### src/rtl/exec_ld_ixd_pkg.sv
// Shared definitions for the LD r,(IX/IY+d) / LD (IX/IY+d),r execution stage:
// FSM encoding, Z80 register codes, flag bit order and decoded-flag record.
package exec_ld_ixd_pkg;

  localparam logic [2:0] ST_IDLE    = 3'd0;
  localparam logic [2:0] ST_FETCH_D = 3'd1;
  localparam logic [2:0] ST_CALC    = 3'd2;
  localparam logic [2:0] ST_MEM     = 3'd3;
  localparam logic [2:0] ST_FIN     = 3'd4;

  localparam logic [2:0] REG_B = 3'd0;
  localparam logic [2:0] REG_C = 3'd1;
  localparam logic [2:0] REG_D = 3'd2;
  localparam logic [2:0] REG_E = 3'd3;
  localparam logic [2:0] REG_H = 3'd4;
  localparam logic [2:0] REG_L = 3'd5;
  localparam logic [2:0] REG_A = 3'd7;

  localparam int IDX_B    = 0;
  localparam int IDX_C    = 1;
  localparam int IDX_D    = 2;
  localparam int IDX_E    = 3;
  localparam int IDX_H    = 4;
  localparam int IDX_L    = 5;
  localparam int IDX_A    = 6;
  localparam int NUM_REGS = 7;

  localparam int CALC_WAIT_DEF = 5;

  typedef struct packed {
    logic       valid;     // exactly one flag high
    logic       multi;     // two or more flags high
    logic       is_y;
    logic       is_store;
    logic [2:0] code;
  } ixd_dec_t;

  // One-hot B..A index to Z80 register code; A skips over the (HL) slot 6.
  function automatic logic [2:0] reg_code(input logic [NUM_REGS-1:0] oh);
    logic [2:0] c;
    c = REG_B;
    for (int i = 0; i < NUM_REGS; i++)
      if (oh[i]) c = (i == IDX_A) ? REG_A : 3'(i);
    return c;
  endfunction

endpackage

### src/rtl/exec_ld_ixd_if.sv
// Memory bus between the execution stage (master) and memory (slave).
interface exec_ld_ixd_if #(parameter int ADDR_W = 16);
  logic [ADDR_W-1:0] mem_addr;
  logic              mem_rd;
  logic              mem_wr;
  logic [7:0]        mem_wdata;
  logic [7:0]        mem_rdata;
  logic              mem_ready;

  modport master (output mem_addr, mem_rd, mem_wr, mem_wdata,
                  input  mem_rdata, mem_ready);
  modport slave  (input  mem_addr, mem_rd, mem_wr, mem_wdata,
                  output mem_rdata, mem_ready);
endinterface

### src/rtl/exec_ld_ixd_flag_encoder.sv
// Collapses the 28 one-hot decoder flags into valid/multi/index/direction/register code.
module ixd_flag_encoder
  import exec_ld_ixd_pkg::*;
(
  input  logic [NUM_REGS-1:0] i_set_ld_r_x,
  input  logic [NUM_REGS-1:0] i_set_ld_m_x,
  input  logic [NUM_REGS-1:0] i_set_ld_r_y,
  input  logic [NUM_REGS-1:0] i_set_ld_m_y,
  output ixd_dec_t            o_dec
);

  logic [4*NUM_REGS-1:0] w_flags;
  logic [4:0]            w_cnt;
  logic [NUM_REGS-1:0]   w_oh;

  always_comb begin
    w_flags = {i_set_ld_m_y, i_set_ld_r_y, i_set_ld_m_x, i_set_ld_r_x};
    w_cnt   = '0;
    for (int i = 0; i < 4 * NUM_REGS; i++)
      w_cnt = w_cnt + 5'(w_flags[i]);
    // Register index is only meaningful when valid, so OR-ing the groups is safe.
    w_oh           = i_set_ld_r_x | i_set_ld_m_x | i_set_ld_r_y | i_set_ld_m_y;
    o_dec.valid    = (w_cnt == 5'd1);
    o_dec.multi    = (w_cnt > 5'd1);
    o_dec.is_y     = |(i_set_ld_r_y | i_set_ld_m_y);
    o_dec.is_store = |(i_set_ld_m_x | i_set_ld_m_y);
    o_dec.code     = reg_code(w_oh);
  end

endmodule

### src/rtl/exec_ld_ixd.sv
// Executes LD r,(IX/IY+d) and LD (IX/IY+d),r: fetch d, form EA, one bus
// access, optional register write-back, done pulse.
module exec_ld_ixd
  import exec_ld_ixd_pkg::*;
#(
  parameter int CALC_WAIT = CALC_WAIT_DEF,
  parameter int ADDR_W    = 16
) (
  input  logic                clk,
  input  logic                reset,
  input  logic [NUM_REGS-1:0] i_set_ld_r_x,
  input  logic [NUM_REGS-1:0] i_set_ld_m_x,
  input  logic [NUM_REGS-1:0] i_set_ld_r_y,
  input  logic [NUM_REGS-1:0] i_set_ld_m_y,
  input  logic [ADDR_W-1:0]   i_ix,
  input  logic [ADDR_W-1:0]   i_iy,
  input  logic [ADDR_W-1:0]   i_pc,
  output logic                o_pc_inc,
  exec_ld_ixd_if.master       bus,
  output logic [2:0]          o_reg_rsel,
  input  logic [7:0]          i_reg_rdata,
  output logic                o_reg_we,
  output logic [2:0]          o_reg_wsel,
  output logic [7:0]          o_reg_wdata,
  output logic                o_busy,
  output logic                o_done,
  output logic                o_err
);

  localparam logic [3:0] CALC_LAST = 4'(CALC_WAIT - 1);

  ixd_dec_t          w_dec;
  logic [2:0]        r_state;
  logic              r_is_y;
  logic              r_is_store;
  logic [2:0]        r_code;
  logic [7:0]        r_d;
  logic [ADDR_W-1:0] r_ea;
  logic [7:0]        r_wdata;
  logic [7:0]        r_ldata;
  logic [3:0]        r_cnt;
  logic              r_pc_inc;
  logic              r_err;
  logic [ADDR_W-1:0] w_base;

  ixd_flag_encoder u_enc (
    .i_set_ld_r_x (i_set_ld_r_x),
    .i_set_ld_m_x (i_set_ld_m_x),
    .i_set_ld_r_y (i_set_ld_r_y),
    .i_set_ld_m_y (i_set_ld_m_y),
    .o_dec        (w_dec)
  );

  assign w_base = r_is_y ? i_iy : i_ix;

  always_ff @(posedge clk) begin
    if (reset) begin
      r_state    <= ST_IDLE;
      r_is_y     <= 1'b0;
      r_is_store <= 1'b0;
      r_code     <= '0;
      r_d        <= '0;
      r_ea       <= '0;
      r_wdata    <= '0;
      r_ldata    <= '0;
      r_cnt      <= '0;
      r_pc_inc   <= 1'b0;
      r_err      <= 1'b0;
    end else begin
      r_pc_inc <= 1'b0;
      r_err    <= 1'b0;
      case (r_state)
        // FIN doubles as an accept slot so back-to-back instructions keep busy high.
        ST_IDLE, ST_FIN: begin
          r_err <= (r_state == ST_IDLE) && w_dec.multi;
          if (w_dec.valid) begin
            r_is_y     <= w_dec.is_y;
            r_is_store <= w_dec.is_store;
            r_code     <= w_dec.code;
            r_state    <= ST_FETCH_D;
          end else begin
            r_state <= ST_IDLE;
          end
        end
        ST_FETCH_D: begin
          if (bus.mem_ready) begin
            r_d      <= bus.mem_rdata;
            r_pc_inc <= 1'b1;
            r_cnt    <= '0;
            r_state  <= ST_CALC;
          end
        end
        ST_CALC: begin
          if (r_cnt == '0)
            r_ea <= w_base + {{(ADDR_W-8){r_d[7]}}, r_d};
          if (r_cnt == CALC_LAST) begin
            if (r_is_store) r_wdata <= i_reg_rdata;
            r_state <= ST_MEM;
          end else begin
            r_cnt <= r_cnt + 4'd1;
          end
        end
        ST_MEM: begin
          if (bus.mem_ready) begin
            if (!r_is_store) r_ldata <= bus.mem_rdata;
            r_state <= ST_FIN;
          end
        end
        default: r_state <= ST_IDLE;
      endcase
    end
  end

  always_comb begin
    bus.mem_addr  = '0;
    bus.mem_rd    = 1'b0;
    bus.mem_wr    = 1'b0;
    bus.mem_wdata = '0;
    o_reg_rsel    = '0;
    o_reg_we      = 1'b0;
    o_reg_wsel    = '0;
    o_reg_wdata   = '0;
    case (r_state)
      ST_FETCH_D: begin
        bus.mem_addr = i_pc;
        bus.mem_rd   = 1'b1;
      end
      ST_CALC: o_reg_rsel = r_code;
      ST_MEM: begin
        bus.mem_addr = r_ea;
        bus.mem_rd   = !r_is_store;
        bus.mem_wr   = r_is_store;
        if (r_is_store) bus.mem_wdata = r_wdata;
      end
      ST_FIN: begin
        if (!r_is_store) begin
          o_reg_we    = 1'b1;
          o_reg_wsel  = r_code;
          o_reg_wdata = r_ldata;
        end
      end
      default: ;
    endcase
  end

  assign o_busy   = (r_state != ST_IDLE);
  assign o_done   = (r_state == ST_FIN);
  assign o_pc_inc = r_pc_inc;
  assign o_err    = r_err;

endmodule
### src/flat_wrapper.sv
// flat-port wrapper written by rule: the top's interface ports become plain ports
module exec_ld_ixd_flat import exec_ld_ixd_pkg::*;
#(
  parameter int CALC_WAIT = CALC_WAIT_DEF,
  parameter int ADDR_W    = 16
)
  (clk, reset, i_set_ld_r_x, i_set_ld_m_x, i_set_ld_r_y, i_set_ld_m_y, i_ix, i_iy, i_pc, o_pc_inc, o_reg_rsel, i_reg_rdata, o_reg_we, o_reg_wsel, o_reg_wdata, o_busy, o_done, o_err, bus_mem_addr, bus_mem_rd, bus_mem_wr, bus_mem_wdata, bus_mem_rdata, bus_mem_ready);
  exec_ld_ixd_if #(.ADDR_W(ADDR_W)) bus_i ();
  input  logic clk;
  input  logic reset;
  input  logic [NUM_REGS-1:0] i_set_ld_r_x;
  input  logic [NUM_REGS-1:0] i_set_ld_m_x;
  input  logic [NUM_REGS-1:0] i_set_ld_r_y;
  input  logic [NUM_REGS-1:0] i_set_ld_m_y;
  input  logic [ADDR_W-1:0] i_ix;
  input  logic [ADDR_W-1:0] i_iy;
  input  logic [ADDR_W-1:0] i_pc;
  output logic o_pc_inc;
  output logic [2:0] o_reg_rsel;
  input  logic [7:0] i_reg_rdata;
  output logic o_reg_we;
  output logic [2:0] o_reg_wsel;
  output logic [7:0] o_reg_wdata;
  output logic o_busy;
  output logic o_done;
  output logic o_err;
  output wire logic [$bits(bus_i.mem_addr)-1:0] bus_mem_addr;
  output wire logic [$bits(bus_i.mem_rd)-1:0] bus_mem_rd;
  output wire logic [$bits(bus_i.mem_wr)-1:0] bus_mem_wr;
  output wire logic [$bits(bus_i.mem_wdata)-1:0] bus_mem_wdata;
  input wire logic [$bits(bus_i.mem_rdata)-1:0] bus_mem_rdata;
  input wire logic [$bits(bus_i.mem_ready)-1:0] bus_mem_ready;
  assign bus_mem_addr = bus_i.mem_addr;
  assign bus_mem_rd = bus_i.mem_rd;
  assign bus_mem_wr = bus_i.mem_wr;
  assign bus_mem_wdata = bus_i.mem_wdata;
  assign bus_i.mem_rdata = bus_mem_rdata;
  assign bus_i.mem_ready = bus_mem_ready;
  exec_ld_ixd #(.CALC_WAIT(CALC_WAIT), .ADDR_W(ADDR_W)) u_core (.clk(clk), .reset(reset), .i_set_ld_r_x(i_set_ld_r_x), .i_set_ld_m_x(i_set_ld_m_x), .i_set_ld_r_y(i_set_ld_r_y), .i_set_ld_m_y(i_set_ld_m_y), .i_ix(i_ix), .i_iy(i_iy), .i_pc(i_pc), .o_pc_inc(o_pc_inc), .bus(bus_i), .o_reg_rsel(o_reg_rsel), .i_reg_rdata(i_reg_rdata), .o_reg_we(o_reg_we), .o_reg_wsel(o_reg_wsel), .o_reg_wdata(o_reg_wdata), .o_busy(o_busy), .o_done(o_done), .o_err(o_err));
endmodule
### config.mk
export PLATFORM = sky130hd
export DESIGN_NAME = exec_ld_ixd_flat
export DESIGN_NICKNAME = d
export VERILOG_FILES = /design/src/rtl/exec_ld_ixd_pkg.sv /design/src/rtl/exec_ld_ixd_if.sv /design/src/rtl/exec_ld_ixd_flag_encoder.sv /design/src/rtl/exec_ld_ixd.sv /design/src/flat_wrapper.sv
export SDC_FILE = /design/constraint.sdc
export NUM_CORES = 1
export LEC_CHECK = 0
export ABC_AREA = 0
export CORE_ASPECT_RATIO = 1.1
export CORE_MARGIN = 2
export CORE_UTILIZATION = 40
export CTS_BUF_LIST = sky130_fd_sc_hd__clkbuf_8
export DETAILED_ROUTE_END_ITERATION = 8
export PLACE_DENSITY = 0.73
export SLEW_MARGIN = 20
export SYNTH_ARGS = -nofsm -noshare
export SYNTH_HDL_FRONTEND = slang
export SYNTH_SLANG_ARGS = --single-unit
### constraint.sdc
create_clock -name clk -period 6.7 [get_ports clk]
set_input_delay 0.67 -clock clk [delete_from_list [all_inputs] [get_ports clk]]
set_output_delay 0.67 -clock clk [all_outputs]
set_load 0.01 [all_outputs]
Word-level counts from Yosys, hierarchy flattened. Cells that the tools add are included.

Flip-flop bits (word level): 54. Bits in latches: 0. Memory bits (writable): 0. Bits in read-only memories: 0. Bits of input ports: 95. Output and inout port bits: 45. Logic and storage cells: 105. Memories: 0.

Add/sub/neg operators: 29. Multiply operators: 0. Divide/modulo/power cells: 0. Magnitude comparators: 1. Equality and inequality tests: 10. Shift-type cells: 0. Muxes and demuxes: 28. Bitwise gates (word level): 8. Reductions and logical operators: 18.

Operators by type and width (count): 5-bit by 1-bit adder with 5-bit output (23); 7-bit OR (5); 3-bit two-way mux (11); 8-bit two-way mux (4); 16-bit one-hot mux with 2 select lines (1); 16-bit adder (1); 16-bit two-way mux (1); 7-bit OR reduction (2); 3-bit one-hot mux with 4 select lines (1); 3-bit AND reduction (4); 4-bit two-way mux (2); 4-bit one-hot mux with 2 select lines (1); 3-bit by 2-bit equality test with 1-bit output (second input constant) (2); 1-bit two-way mux (6); 2-bit != test (second input constant) (3); 2-bit AND reduction (3); 2-bit OR reduction (3); 4-bit by 1-bit adder with 5-bit output (1); 5-bit by 1-bit equality test with 1-bit output (second input constant) (1); 5-bit by 1-bit greater-than comparator with 1-bit output (second input constant) (1); 3-bit by 1-bit adder with 4-bit output (1); 4-bit by 1-bit adder with 4-bit output (second input constant) (1); 4-bit by 3-bit equality test with 1-bit output (second input constant) (1); 4-bit logical NOT (1); other kinds (12) (14).

Longest topological paths before layout. Gate-level depths: netlist of the first run.

Depth after elaboration: 30. Gate-level depth with buffers: 20.

By module. Synthesis of the first run repeated with hierarchy kept, for this count alone.

Cell total of the unflattened synthesis: 482. Area total of the unflattened synthesis: 4156.5 µm².

Modules (own cells, without submodules): exec_ld_ixd (instances 1, cells each 385, area each 3309.4 µm², sequential area each 1081.0 µm²); ixd_flag_encoder (instances 1, cells each 97, area each 847.1 µm², sequential area each 0.0 µm²).

Worst setup path after synthesis of the first run. No wires, ideal clock.

Path kind: input port to flip-flop. From: in i_set_ld_r_y[3]. To: reg u_core.r_is_y. Data arrival time: 5.586 ns. Path slack: 0.986 ns. Cell stages on the path: 20. Buffers on the path: 1. Cell sequence: fa_1 > inv_1 > fa_1 > inv_1 > fa_1 > inv_1 > fa_1 > fa_1 > fa_1 > inv_1 > ha_1 > inv_1 > fa_1 > xor2_1 > nand2_1 > or4_1 > a21oi_1 > buf_2 > and4_1 > nor3_1.

Longest elaborated chain between the ends: 13. Elaborated cells on any way between the ends: 15.

Ends and longest elaborated chain: start: declaration (RTL line flat_wrapper.sv:13) `input logic [NUM_REGS-1:0] i_set_ld_r_y;`; 5-bit by 1-bit adder with 5-bit output (11 in series) (RTL line exec_ld_ixd_flag_encoder.sv:20) `w_cnt = w_cnt + 5'(w_flags[i]);`; 5-bit by 1-bit equality test with 1-bit output (RTL line exec_ld_ixd_flag_encoder.sv:23) `o_dec.valid = (w_cnt == 5'd1);`; 2-bit AND reduction (no line); end signal: assignment (RTL line exec_ld_ixd.sv:77) `r_is_y <= w_dec.is_y;`; end: declaration (RTL line exec_ld_ixd.sv:34) `logic r_is_y;`.

Parallel ways exist; a longest one is shown, timed or not. A chain may end at the register's enable or synchronous reset.

Worst setup path after layout of the first run. Same ends and word-level chain as after synthesis.

==> flow_summary.json, run 1 <==
{
  "status": "finished clean",
  "cts_tree": "yes",
  "cap_violations": 0,
  "synth_nets": 614,
  "dp_hpwl_microns": 9298,
  "worstRegToRegCells": 9,
  "grt_pass1_wl_microns": 18520,
  "cts_setup_buffers": 0,
  "start_util_pct": 41.09,
  "min_from": "u_core.r_wdata[3]",
  "grtUsageTotal_pct": 20.89,
  "synth_cell_types": 55,
  "placementRows": 38,
  "synth_area_per_cell_sq_um": 8.549,
  "hold_buffers": 0,
  "dieHeight_microns": 109.5,
  "drv_slew": 0,
  "setup_slack_ns": 0.5355,
  "final_cells": 725,
  "dr.pass1.iters": 4,
  "ys_warn_count": 0,
  "drc": 0,
  "nets": 745,
  "place_congestion": 0.9242,
  "ir_drop_v": 0.0001543,
  "fin_tns_setup_ns": 0,
  "finalPower_mw": 1.172,
  "cp.arrival_ns": 6.33,
  "reg2reg_from": "u_core.r_is_y",
  "synth-async-reset-ratio_pct": 0,
  "tightest_slew_ns": 0.8657,
  "core_sq_um": 9842,
  "layout_min_cycle_time_ns": 6.164,
  "cts-htree-levels": 2,
  "ys_ff_latch": 54,
  "r2r_end": "u_core.r_ea[15]",
  "drtIter0Drc": 169,
  "io_pins": 140,
  "clock_latency_ns": 0.31,
  "final_common_cell": "clkdlybuf4s50_1",
  "synth_flop_cell": "dfxtp_1",
  "crit_type": "in2reg",
  "clk_pin_slew_ns": 0.11,
  "synth-edff-count": 0,
  "wl_per_cell_microns": 15.53,
  "die_w_microns": 99.87,
  "synth.area.top_cells": "dfxtp_1, fa_1, ha_1",
  "ff2ff_setup_slack_ns": 3.25,
  "crit_fanout": 11,
  "grt-ovfl-total": 0,
  "yosys.area.top_type": "dfxtp_1",
  "final_cell_area_sq_um": 5635,
  "cts.repair.resized": 0,
  "setup_viol": 0,
  "route.vias.total": 3815,
  "dieArea_sq_um": 10930,
  "fin_crit_sh_pct": 92.01,
  "pwr_density_cell_nw_per_um2": 208.0,
  "synth_top_area_share_pct": 26.73,
  "netlist_area_sq_um": 4044,
  "grt_pass1_vias": 3865,
  "relSlewSlack_pct": 41.84,
  "rsz0062_at_grt": "false",
  "diodes": 0,
  "placed_cells": 717,
  "grt_max_degree": 47,
  "p_leak_nw": 2.173,
  "min_path_cells": 2,
  "worstHoldEndpoint": "u_core.r_wdata[3]",
  "dpl_cell_area_sq_um": 5538,
  "routed_wl_microns": 11260,
  "antenna_left": 0,
  "critPathLaunchType": "primary input",
  "worst_hold_path_type": "reg2reg",
  "clock.fmax_mhz": 162.2,
  "antenna_found_initial": 0,
  "clockBufferDepth": 2,
  "syn_inst": 473,
  "clockRootBuffer": "clkbuf_8",
  "ys_seq_area_share_pct": 26.73,
  "area_growth_pct": 39.36,
  "required_ns": 6.87,
  "clkSinkCount": 54,
  "drive_above_1_share_pct": 5.620,
  "via_per_inst": 5.262,
  "finalClockSkew_ns": 0.01134,
  "port_buffers": 139,
  "pre_cts_slack_ns": 0.2231,
  "cts_buffers": 5,
  "hold_viol": 0,
  "layout_common_cells": "clkdlybuf4s50_1, dfxtp_1, nor2_1",
  "end_kind": "flip-flop"
}
==> per-stage QoR <==
stage / util [%] / hold slack (ns)
6_report: 57.26 / 0.4559
5_1_grt: 57.26 / 0.4776
4_1_cts: 57.26 / 0.4583
3_5_place_dp: 56.27 / 0.4418
3_3_place_gp: 56.27 / 0.4395
2_1_floorplan: - / 0.4248
==> where the power goes <==
| group | internal [mW] | switching (mW) |
|---|---|---|
| Sequential | 0.331 | 0.00779 |
| Combinational | 0.312 | 0.325 |
| Clock | 0.0778 | 0.119 |
| Total | 0.721 | 0.451 |
==> kinds of logic after synthesis <==
| logic type | share of synthesized area (%) |
|---|---|
| mux | 10.86 |
| flops | 26.73 |
| buf+inv | 5.415 |
| compound gates | 14.39 |
| xor+xnor | 2.599 |
| simple gates | 21.88 |
| fa+ha+maj | 18.13 |
==> state kept, by name (all words and copies together), names as in the netlist <==
name	flops
u_core.r_code	3
u_core.r_cnt	4
u_core.r_d	8
u_core.o_pc_inc	1
u_core.r_ldata	8
u_core.r_wdata	8
u_core.r_is_store	1
u_core.r_state	3
u_core.r_is_y	1
u_core.r_ea	16
u_core.o_err	1
==> worst max-delay path: stages <==
cell             delay, ns
clkdlybuf4s50_1       0.48
fa_1                  0.55
inv_1                 0.05
fa_1                  0.50
inv_1                 0.06
fa_1                  0.49
inv_1                 0.06
fa_1                  0.45
fa_1                  0.51
fa_1                  0.40
inv_1                 0.06
ha_1                  0.17
inv_1                 0.06
fa_1                  0.37
xor2_1                0.24
nand2_1               0.08
or4_1                 0.52
a21oi_1               0.17
buf_4                 0.19
and4_1                0.20
nor3_1                0.04
==> Yosys cell counts (4+ instances only) <==
master,number
mux2i_1,27
mux2_2,15
a21o_1,5
ha_1,25
o21ai_0,11
a22o_1,8
buf_1,5
inv_1,39
a211oi_1,6
nand2_1,34
xnor2_1,4
nand2b_1,5
nor3b_1,5
a21oi_1,29
nor4_1,9
or4_1,4
clkbuf_1,13
nor3_1,11
nand3b_1,6
xor2_1,8
fa_1,21
nand3_1,11
and2_1,23
nor2_1,53
dfxtp_1,54
==> routing by layer <==
metal / vias up / wire length (microns) / global-route usage (%)
li1: 1907 / - / -
met1: 1765 / 4825 / 25.71
met2: 129 / 5467 / 36.92
met3: 14 / 787 / 4.768
met4: 0 / 177 / 5.479
met5: - / 0 / 0
==> area by class of cell <==
cell class,count,area (sq um)
multi-input combinational,361,2744
clock inverter,3,28.78
sequential,54,1081
tap,120,150.1
timing repair buffer,143,1416
fill,923,4207
clock buffer,5,68.82
inverter,39,146.4
==> how the worst max path moves through the flow <==
stage,slack [ns],endpoint,start,depth (start not counted)
final,0.54,u_core.r_is_y,i_set_ld_r_y[3],21
after global routing,0.31,u_core.r_code[1],i_set_ld_r_y[3],21
after CTS,0.55,u_core.r_is_y,i_set_ld_r_y[3],21
after detailed placement,0.22,u_core.r_is_y,i_set_ld_r_y[3],21
after global placement,0.39,u_core.r_is_y,i_set_ld_r_y[3],21
after floorplan,0.99,u_core.r_is_y,i_set_ld_r_y[3],20
No activity file was read; power rests on OpenSTA's default activity.
==> run 2, diff against run 1 <==
Settings changed: CTS_CLUSTER_DIAMETER set to 120.
==> results of run 2 <==
Same layout as run 1: the final DEF is identical, and so are final timing and power.
